[config.mk]
export PLATFORM = sky130hd
export DESIGN_NAME = mem_arbiter_flat
export DESIGN_NICKNAME = d
export VERILOG_FILES = /design/src/rtl/mem_arbiter_if.sv /design/src/rtl/mem_arbiter.sv /design/src/flat_wrapper.sv
export SDC_FILE = /design/constraint.sdc
export NUM_CORES = 1
export LEC_CHECK = 0
export CORE_ASPECT_RATIO = 0.9
export CORE_MARGIN = 1.5
export CORE_UTILIZATION = 42
export CTS_CLUSTER_DIAMETER = 60
export DETAILED_ROUTE_END_ITERATION = 8
export GPL_TIMING_DRIVEN = 0
export PLACE_DENSITY = 0.92
export SLEW_MARGIN = 5
export SYNTH_ARGS = -nofsm -noshare
export SYNTH_HDL_FRONTEND = slang
export SYNTH_SLANG_ARGS = --single-unit
[constraint.sdc]
create_clock -name CLK -period 2.35 [get_ports CLK]
set_input_delay 0.235 -clock CLK [delete_from_list [all_inputs] [get_ports CLK]]
set_output_delay 0.235 -clock CLK [all_outputs]
set_load 0.1 [all_outputs]
[src/rtl/mem_arbiter_if.sv]
// mem_arbiter_if
//   Bundles the icache, dcache and RAM side signals of the memory arbiter.
//   slave  : the arbiter's view (cache requests and RAM data in; waits, loads and RAM controls out)
//   master : the environment's view (caches plus RAM), directions mirrored
//   icache : iREN, iaddr -> ; <- iwait, iload
//   dcache : dREN, dWEN, daddr, dstore -> ; <- dwait, dload
//   RAM    : <- ramREN, ramWEN, ramaddr, ramstore ; ramload, ram_ready ->
interface mem_arbiter_if;
  logic        iREN;
  logic [31:0] iaddr;
  logic        iwait;
  logic [31:0] iload;

  logic        dREN;
  logic        dWEN;
  logic [31:0] daddr;
  logic [31:0] dstore;
  logic        dwait;
  logic [31:0] dload;

  logic        ramREN;
  logic        ramWEN;
  logic [31:0] ramaddr;
  logic [31:0] ramstore;
  logic [31:0] ramload;
  logic        ram_ready;

  modport slave (
    input  iREN, iaddr, dREN, dWEN, daddr, dstore, ramload, ram_ready,
    output iwait, iload, dwait, dload, ramREN, ramWEN, ramaddr, ramstore
  );

  modport master (
    output iREN, iaddr, dREN, dWEN, daddr, dstore, ramload, ram_ready,
    input  iwait, iload, dwait, dload, ramREN, ramWEN, ramaddr, ramstore
  );
endinterface

[src/rtl/mem_arbiter.sv]
// mem_arbiter
//   Arbitrates icache and dcache word accesses onto a single-ported RAM.
//   dcache has priority; a dcache word-0 access locks out the icache until the
//   matching word-1 access completes so a two-word block is never split.
//   Each access is registered onto the RAM port, completes on ram_ready or on
//   a timeout, and releases the winning cache's wait low for one cycle.
//
// Ports:
//   CLK, nRST  clock, asynchronous active-low reset
//   bus        mem_arbiter_if.slave (cache request/response and RAM port)
//   arb_err    sticky, set whenever an access times out
//
// Parameters:
//   TIMEOUT_CYCLES  max cycles spent in an access state (1..255)
//   ERR_WORD        load value returned on a timed-out access
//
// Optional feature (macro ARB_FAIR_EN):
//   After three consecutive dcache grants made while the icache was
//   requesting, the next IDLE grant goes to the icache (when not block-locked).
//   Undefined: strict dcache priority.
//
// state  | meaning
// IDLE   | no access in flight, choose a requester
// D_ACC  | dcache access driven on RAM, waiting for ram_ready / timeout
// I_ACC  | icache access driven on RAM, waiting for ram_ready / timeout
// D_DONE | dwait low for this single cycle
// I_DONE | iwait low for this single cycle
module mem_arbiter #(
  parameter int unsigned TIMEOUT_CYCLES = 255,
  parameter logic [31:0] ERR_WORD       = 32'hBAD1BAD1
) (
  input  logic         CLK,
  input  logic         nRST,
  mem_arbiter_if.slave bus,
  output logic         arb_err
);

  typedef enum logic [2:0] {IDLE, D_ACC, I_ACC, D_DONE, I_DONE} state_t;

  localparam logic [7:0] TO_LIM = 8'(TIMEOUT_CYCLES);

  state_t      state, state_nxt;
  logic [7:0]  cnt;
  logic        blk_lock;
  logic        ram_ren, ram_wen;
  logic [31:0] ram_addr, ram_store;
  logic [31:0] iload_r, dload_r;

  logic grant_d, grant_i;
  logic acc_ready, acc_timeout, acc_end;
  logic in_acc;
  logic fair_pick_i;

  assign in_acc  = (state == D_ACC) || (state == I_ACC);
  assign acc_end = acc_ready || acc_timeout;

`ifdef ARB_FAIR_EN
  logic [1:0] fair_cnt;

  assign fair_pick_i = (fair_cnt == 2'd3) && !blk_lock && bus.iREN;

  // Counts dcache grants won while the icache was also asking; saturates at 3.
  always_ff @(posedge CLK or negedge nRST) begin
    if (!nRST) begin
      fair_cnt <= 2'd0;
    end else if (grant_i) begin
      fair_cnt <= 2'd0;
    end else if (grant_d) begin
      if (!bus.iREN)
        fair_cnt <= 2'd0;
      else if (fair_cnt != 2'd3)
        fair_cnt <= fair_cnt + 2'd1;
    end
  end
`else
  assign fair_pick_i = 1'b0;
`endif

  always_ff @(posedge CLK or negedge nRST) begin
    if (!nRST)
      state <= IDLE;
    else
      state <= state_nxt;
  end

  always_comb begin
    state_nxt   = state;
    grant_d     = 1'b0;
    grant_i     = 1'b0;
    acc_ready   = 1'b0;
    acc_timeout = 1'b0;
    case (state)
      IDLE: begin
        if (fair_pick_i) begin
          grant_i   = 1'b1;
          state_nxt = I_ACC;
        end else if (bus.dREN || bus.dWEN) begin
          grant_d   = 1'b1;
          state_nxt = D_ACC;
        end else if (bus.iREN && !blk_lock) begin
          grant_i   = 1'b1;
          state_nxt = I_ACC;
        end
      end
      D_ACC, I_ACC: begin
        // A ready arriving on the last allowed cycle still wins over the timeout.
        if (bus.ram_ready)
          acc_ready = 1'b1;
        else if (cnt + 8'd1 == TO_LIM)
          acc_timeout = 1'b1;
        if (acc_ready || acc_timeout)
          state_nxt = (state == D_ACC) ? D_DONE : I_DONE;
      end
      D_DONE, I_DONE: state_nxt = IDLE;
      default:        state_nxt = IDLE;
    endcase
  end

  always_ff @(posedge CLK or negedge nRST) begin
    if (!nRST) begin
      cnt       <= 8'd0;
      blk_lock  <= 1'b0;
      arb_err   <= 1'b0;
      ram_ren   <= 1'b0;
      ram_wen   <= 1'b0;
      ram_addr  <= 32'd0;
      ram_store <= 32'd0;
      iload_r   <= 32'd0;
      dload_r   <= 32'd0;
    end else begin
      cnt <= (in_acc && !acc_end) ? cnt + 8'd1 : 8'd0;

      if (grant_d) begin
        ram_ren   <= bus.dREN;
        ram_wen   <= bus.dWEN;
        ram_addr  <= bus.daddr;
        ram_store <= bus.dstore;
      end else if (grant_i) begin
        ram_ren  <= 1'b1;
        ram_wen  <= 1'b0;
        ram_addr <= bus.iaddr;
      end

      if (acc_end) begin
        ram_ren <= 1'b0;
        ram_wen <= 1'b0;
        if (state == D_ACC) begin
          // Word 0 of a block locks out the icache until word 1 is done.
          blk_lock <= ~ram_addr[2];
          if (acc_timeout)
            dload_r <= ERR_WORD;
          else if (ram_ren)
            dload_r <= bus.ramload;
        end else begin
          if (acc_timeout)
            iload_r <= ERR_WORD;
          else
            iload_r <= bus.ramload;
        end
      end

      if (acc_timeout)
        arb_err <= 1'b1;
    end
  end

  assign bus.iwait    = (state != I_DONE);
  assign bus.dwait    = (state != D_DONE);
  assign bus.iload    = iload_r;
  assign bus.dload    = dload_r;
  assign bus.ramREN   = ram_ren;
  assign bus.ramWEN   = ram_wen;
  assign bus.ramaddr  = ram_addr;
  assign bus.ramstore = ram_store;

endmodule

[src/flat_wrapper.sv]
// flat-port wrapper written by rule: the top's interface ports become plain ports
module mem_arbiter_flat 
#(
  parameter int unsigned TIMEOUT_CYCLES = 255,
  parameter logic [31:0] ERR_WORD       = 32'hBAD1BAD1
)
  (CLK, nRST, arb_err, bus_iREN, bus_iaddr, bus_dREN, bus_dWEN, bus_daddr, bus_dstore, bus_ramload, bus_ram_ready, bus_iwait, bus_iload, bus_dwait, bus_dload, bus_ramREN, bus_ramWEN, bus_ramaddr, bus_ramstore);
  mem_arbiter_if bus_i ();
  input  logic CLK;
  input  logic nRST;
  output logic arb_err;
  input wire logic [$bits(bus_i.iREN)-1:0] bus_iREN;
  input wire logic [$bits(bus_i.iaddr)-1:0] bus_iaddr;
  input wire logic [$bits(bus_i.dREN)-1:0] bus_dREN;
  input wire logic [$bits(bus_i.dWEN)-1:0] bus_dWEN;
  input wire logic [$bits(bus_i.daddr)-1:0] bus_daddr;
  input wire logic [$bits(bus_i.dstore)-1:0] bus_dstore;
  input wire logic [$bits(bus_i.ramload)-1:0] bus_ramload;
  input wire logic [$bits(bus_i.ram_ready)-1:0] bus_ram_ready;
  output wire logic [$bits(bus_i.iwait)-1:0] bus_iwait;
  output wire logic [$bits(bus_i.iload)-1:0] bus_iload;
  output wire logic [$bits(bus_i.dwait)-1:0] bus_dwait;
  output wire logic [$bits(bus_i.dload)-1:0] bus_dload;
  output wire logic [$bits(bus_i.ramREN)-1:0] bus_ramREN;
  output wire logic [$bits(bus_i.ramWEN)-1:0] bus_ramWEN;
  output wire logic [$bits(bus_i.ramaddr)-1:0] bus_ramaddr;
  output wire logic [$bits(bus_i.ramstore)-1:0] bus_ramstore;
  assign bus_i.iREN = bus_iREN;
  assign bus_i.iaddr = bus_iaddr;
  assign bus_i.dREN = bus_dREN;
  assign bus_i.dWEN = bus_dWEN;
  assign bus_i.daddr = bus_daddr;
  assign bus_i.dstore = bus_dstore;
  assign bus_i.ramload = bus_ramload;
  assign bus_i.ram_ready = bus_ram_ready;
  assign bus_iwait = bus_i.iwait;
  assign bus_iload = bus_i.iload;
  assign bus_dwait = bus_i.dwait;
  assign bus_dload = bus_i.dload;
  assign bus_ramREN = bus_i.ramREN;
  assign bus_ramWEN = bus_i.ramWEN;
  assign bus_ramaddr = bus_i.ramaddr;
  assign bus_ramstore = bus_i.ramstore;
  mem_arbiter #(.TIMEOUT_CYCLES(TIMEOUT_CYCLES), .ERR_WORD(ERR_WORD)) u_core (.CLK(CLK), .nRST(nRST), .bus(bus_i), .arb_err(arb_err));
endmodule
==> key figures <==
Synth
  – Area leader, netlist: dfrtp_1
  – Mapped Cells: 504
  – Main synth FF type: dfrtp_1
  – Syn Area/Cell: 11.8 um2
  – Post-synth top cells: dfrtp_1, a21oi_1, nor2_1
  – Top-area cell type share of the netlist area: 60.1%
  – Synth Warn #: 0
  – Top post-synthesis cells by area: dfrtp_1, mux2_2, mux2i_1
  – Sequential share of the synthesized area: 60.1%
  – #FFs+latches synth: 143
  – Post-Synthesis Net Count: 640
  – FFs w/ async S/R, synth: 100%
  – Most common cell in the synthesized netlist: dfrtp_1
  – EDFF count, synth: 0
  – Yosys cell types: 44
  – Post-Synthesis Cell Area: 5960 um2

Global routing
  – First-pass GRT wire length: 27.2 mm
  – Gr ovfl total: 0
  – Initial antenna violation count: 0
  – GRT Overall Usage: 23.8%
  – Largest net degree at the start of global routing: 91
  – Number of global-route vias before repair: 5207

Min path
  – Hold Path Class: primary input to flip-flop

Drt
  – Via Count: 5149
  – Wl on met1: 7.04 mm
  – Final antenna-violating net count: 0
  – Drt wl/cell: 17.4 um
  – Vias/cell: 5.17
  – Met3 WL post-DR: 1.33 mm
  – DRT Pass-1 Iters: 4
  – Top sig layer: met4
  – Residual DRC: 0
  – Initial DRC Count: 324
  – Metal2 WL: 8.77 mm
  – Routed Wire Length: 17.3 mm

Placement
  – DP HPWL: 12.5 mm
  – Number of port buffers: 265
  – Place WS: 0.0533 ns
  – Routability congestion estimate: 0.755

Worst setup path
  – CP top delay family: buffers and inverters
  – CP max FO: 2
  – Nature of the critical path startpoint: flip-flop
  – Worst path required time: 2.12 ns
  – Slowest CP cell: clkdlybuf4s50_1
  – CP Class: flip-flop to output port
  – CP bufs+invs: 1
  – Crit path cell chain: clkdlybuf4s50_1
  – Critical Path AT: 1.98 ns
  – Slowest Stage Delay on Critical Path: 1.21 ns
  – Critical path endpoint category: output port

Floorplan
  – Initial core utilization: 42.7%
  – Core area: 14000 um2
  – Die Y: 116 um
  – Die ar.: 14900 um2
  – DIE WIDTH: 129 um
  – Number of cell rows: 41
  – # IOs: 267

Clock network
  – Root buf cell: clkbuf_16
  – Clk_lat worst skew: 0.41 ns
  – CTS tree: yes
  – CTS Buf Count: 17
  – Max Root-Sink Buffers: 2
  – Sink Count: 143
  – Postcts setup bufs: 0
  – H-tree levels: 4
  – Clock-pin transition on the worst setup and hold timing paths: 0.06 ns

Flow run
  – Max_cap viols: 0

Timing
  – Slew @ Worst Pin: 1.08 ns
  – Final Hold Fails: 0
  – Finish-stage setup viols: 0
  – Post-layout min period: 2.22 ns
  – Fmax: 0.451 GHz
  – Fin crit share: 94.3%
  – Max-slew violations: 0
  – Clock skew: 0.00901 ns
  – Setup ws final: 0.134 ns
  – RSZ-0062 raised after global routing: no
  – Max transition margin: 28.0%

Finish
  – Area Growth Syn to Fin: 59.7%
  – Nets: 926
  – Fillers: 1020
  – Share of layout cells above drive strength 1: 11.3%
  – Diodes inserted: 0

Outcome
  – Status: completed
registers in the layout, summed over array words and instances (netlist names), 3 cells and up:
register	flops
u_core.bus.ramstore	32
u_core.state	3
u_core.cnt	8
u_core.bus.iload	32
u_core.bus.ramaddr	32
u_core.bus.dload	32
what timing repair did:
action | 4_1_cts | 5_1_grt
hold buffers | 1 | 0
endpoints found under the setup margin | 2 | 61
resized for setup | 2 | 6
endpoints found under the hold margin | 53 | 0
logic make-up (layout without fill, tap and decap cells):
logic type / after synthesis / after routing / share of synthesized area, %
AO/OA/AOI/OAI: 159 / 159 / 16.9
AND/OR/NAND/NOR: 91 / 91 / 6.83
XOR/XNOR: 8 / 8 / 1.18
buffers and inverters: 36 / 334 / 2.98
adder cells (fa/ha/maj): 2 / 2 / 0.420
multiplexers: 65 / 65 / 11.6
flip-flops: 143 / 143 / 60.1
per-layer routing:
metal  up-vias  track usage (%)
met2       238             41.0
met4         0             6.59
met3        10             7.62
met1      2506             28.9
li1       2395                -
met5         -                0
cell type report:
cell class,count,area [um2],share of cell area [%]
Tap cell,193,241,2.54
Inverter,3,11.3,0.118
Buffer,33,166,1.75
Clock inverter,12,159,1.67
Clock buffer,19,443,4.65
Multi-Input combinational cell,325,2220,23.4
Timing Repair Buffer,267,2690,28.3
Sequential cell,143,3580,37.6
cells in the final DEF (no fill, tap or decap), types with 4 or more instances in the layout:
master,count
nand2_1,21
mux2_2,33
buf_1,5
a22o_1,14
nor3_1,5
clkdlybuf4s50_1,261
dfrtp_1,143
clkbuf_16,17
clkbuf_1,15
o22a_1,18
a31oi_1,16
buf_2,7
buf_4,5
o21ai_1,9
nand3_1,5
a21oi_1,47
o21ai_0,43
xnor2_1,4
nor2_1,45
mux2i_1,32
through the flow:
step,setup TNS [ns],area [um2],hold slack [ns],instances,util (%)
after global placement,-666.77,8850,0.458,962,63.4
after detailed placement,0,8880,0.214,963,63.6
final,0,9520,0.332,995,68.2
after global routing,0,9520,0.356,995,68.2
after floorplan,0,5960,-0.0606,504,-
after CTS,0,9490,0.308,995,68.0
worst paths after layout:
path	slack [ns]	depth (start not counted)	start	endpoint
worst max-delay path	0.13	1	u_core.bus.ramWEN	bus_ramWEN
worst min-delay path	0.33	3	bus_ram_ready	u_core.bus.ramREN
worst max register to register	0.17	6	u_core.cnt[0]	u_core.bus.dload[5]
worst min register to register	0.48	1	u_core.arb_err	u_core.arb_err
max in group asynchronous	1.18	3	nRST	u_core.bus.ramstore[27]
min in group asynchronous	0.34	2	nRST	u_core.bus.iload[11]
worst register-to-register path, stage by stage, from the launching register on:
cell and delay (ns):
dfrtp_1 0.42, ha_1 0.26, xnor2_2 0.20, or4_4 0.56, o21ai_2 0.24, buf_4 0.22, a31oi_1 0.11
Power is left out: the tool's default activity adds up to more than one toggle a clock period on the data nets, which glitch-free logic cannot reach.
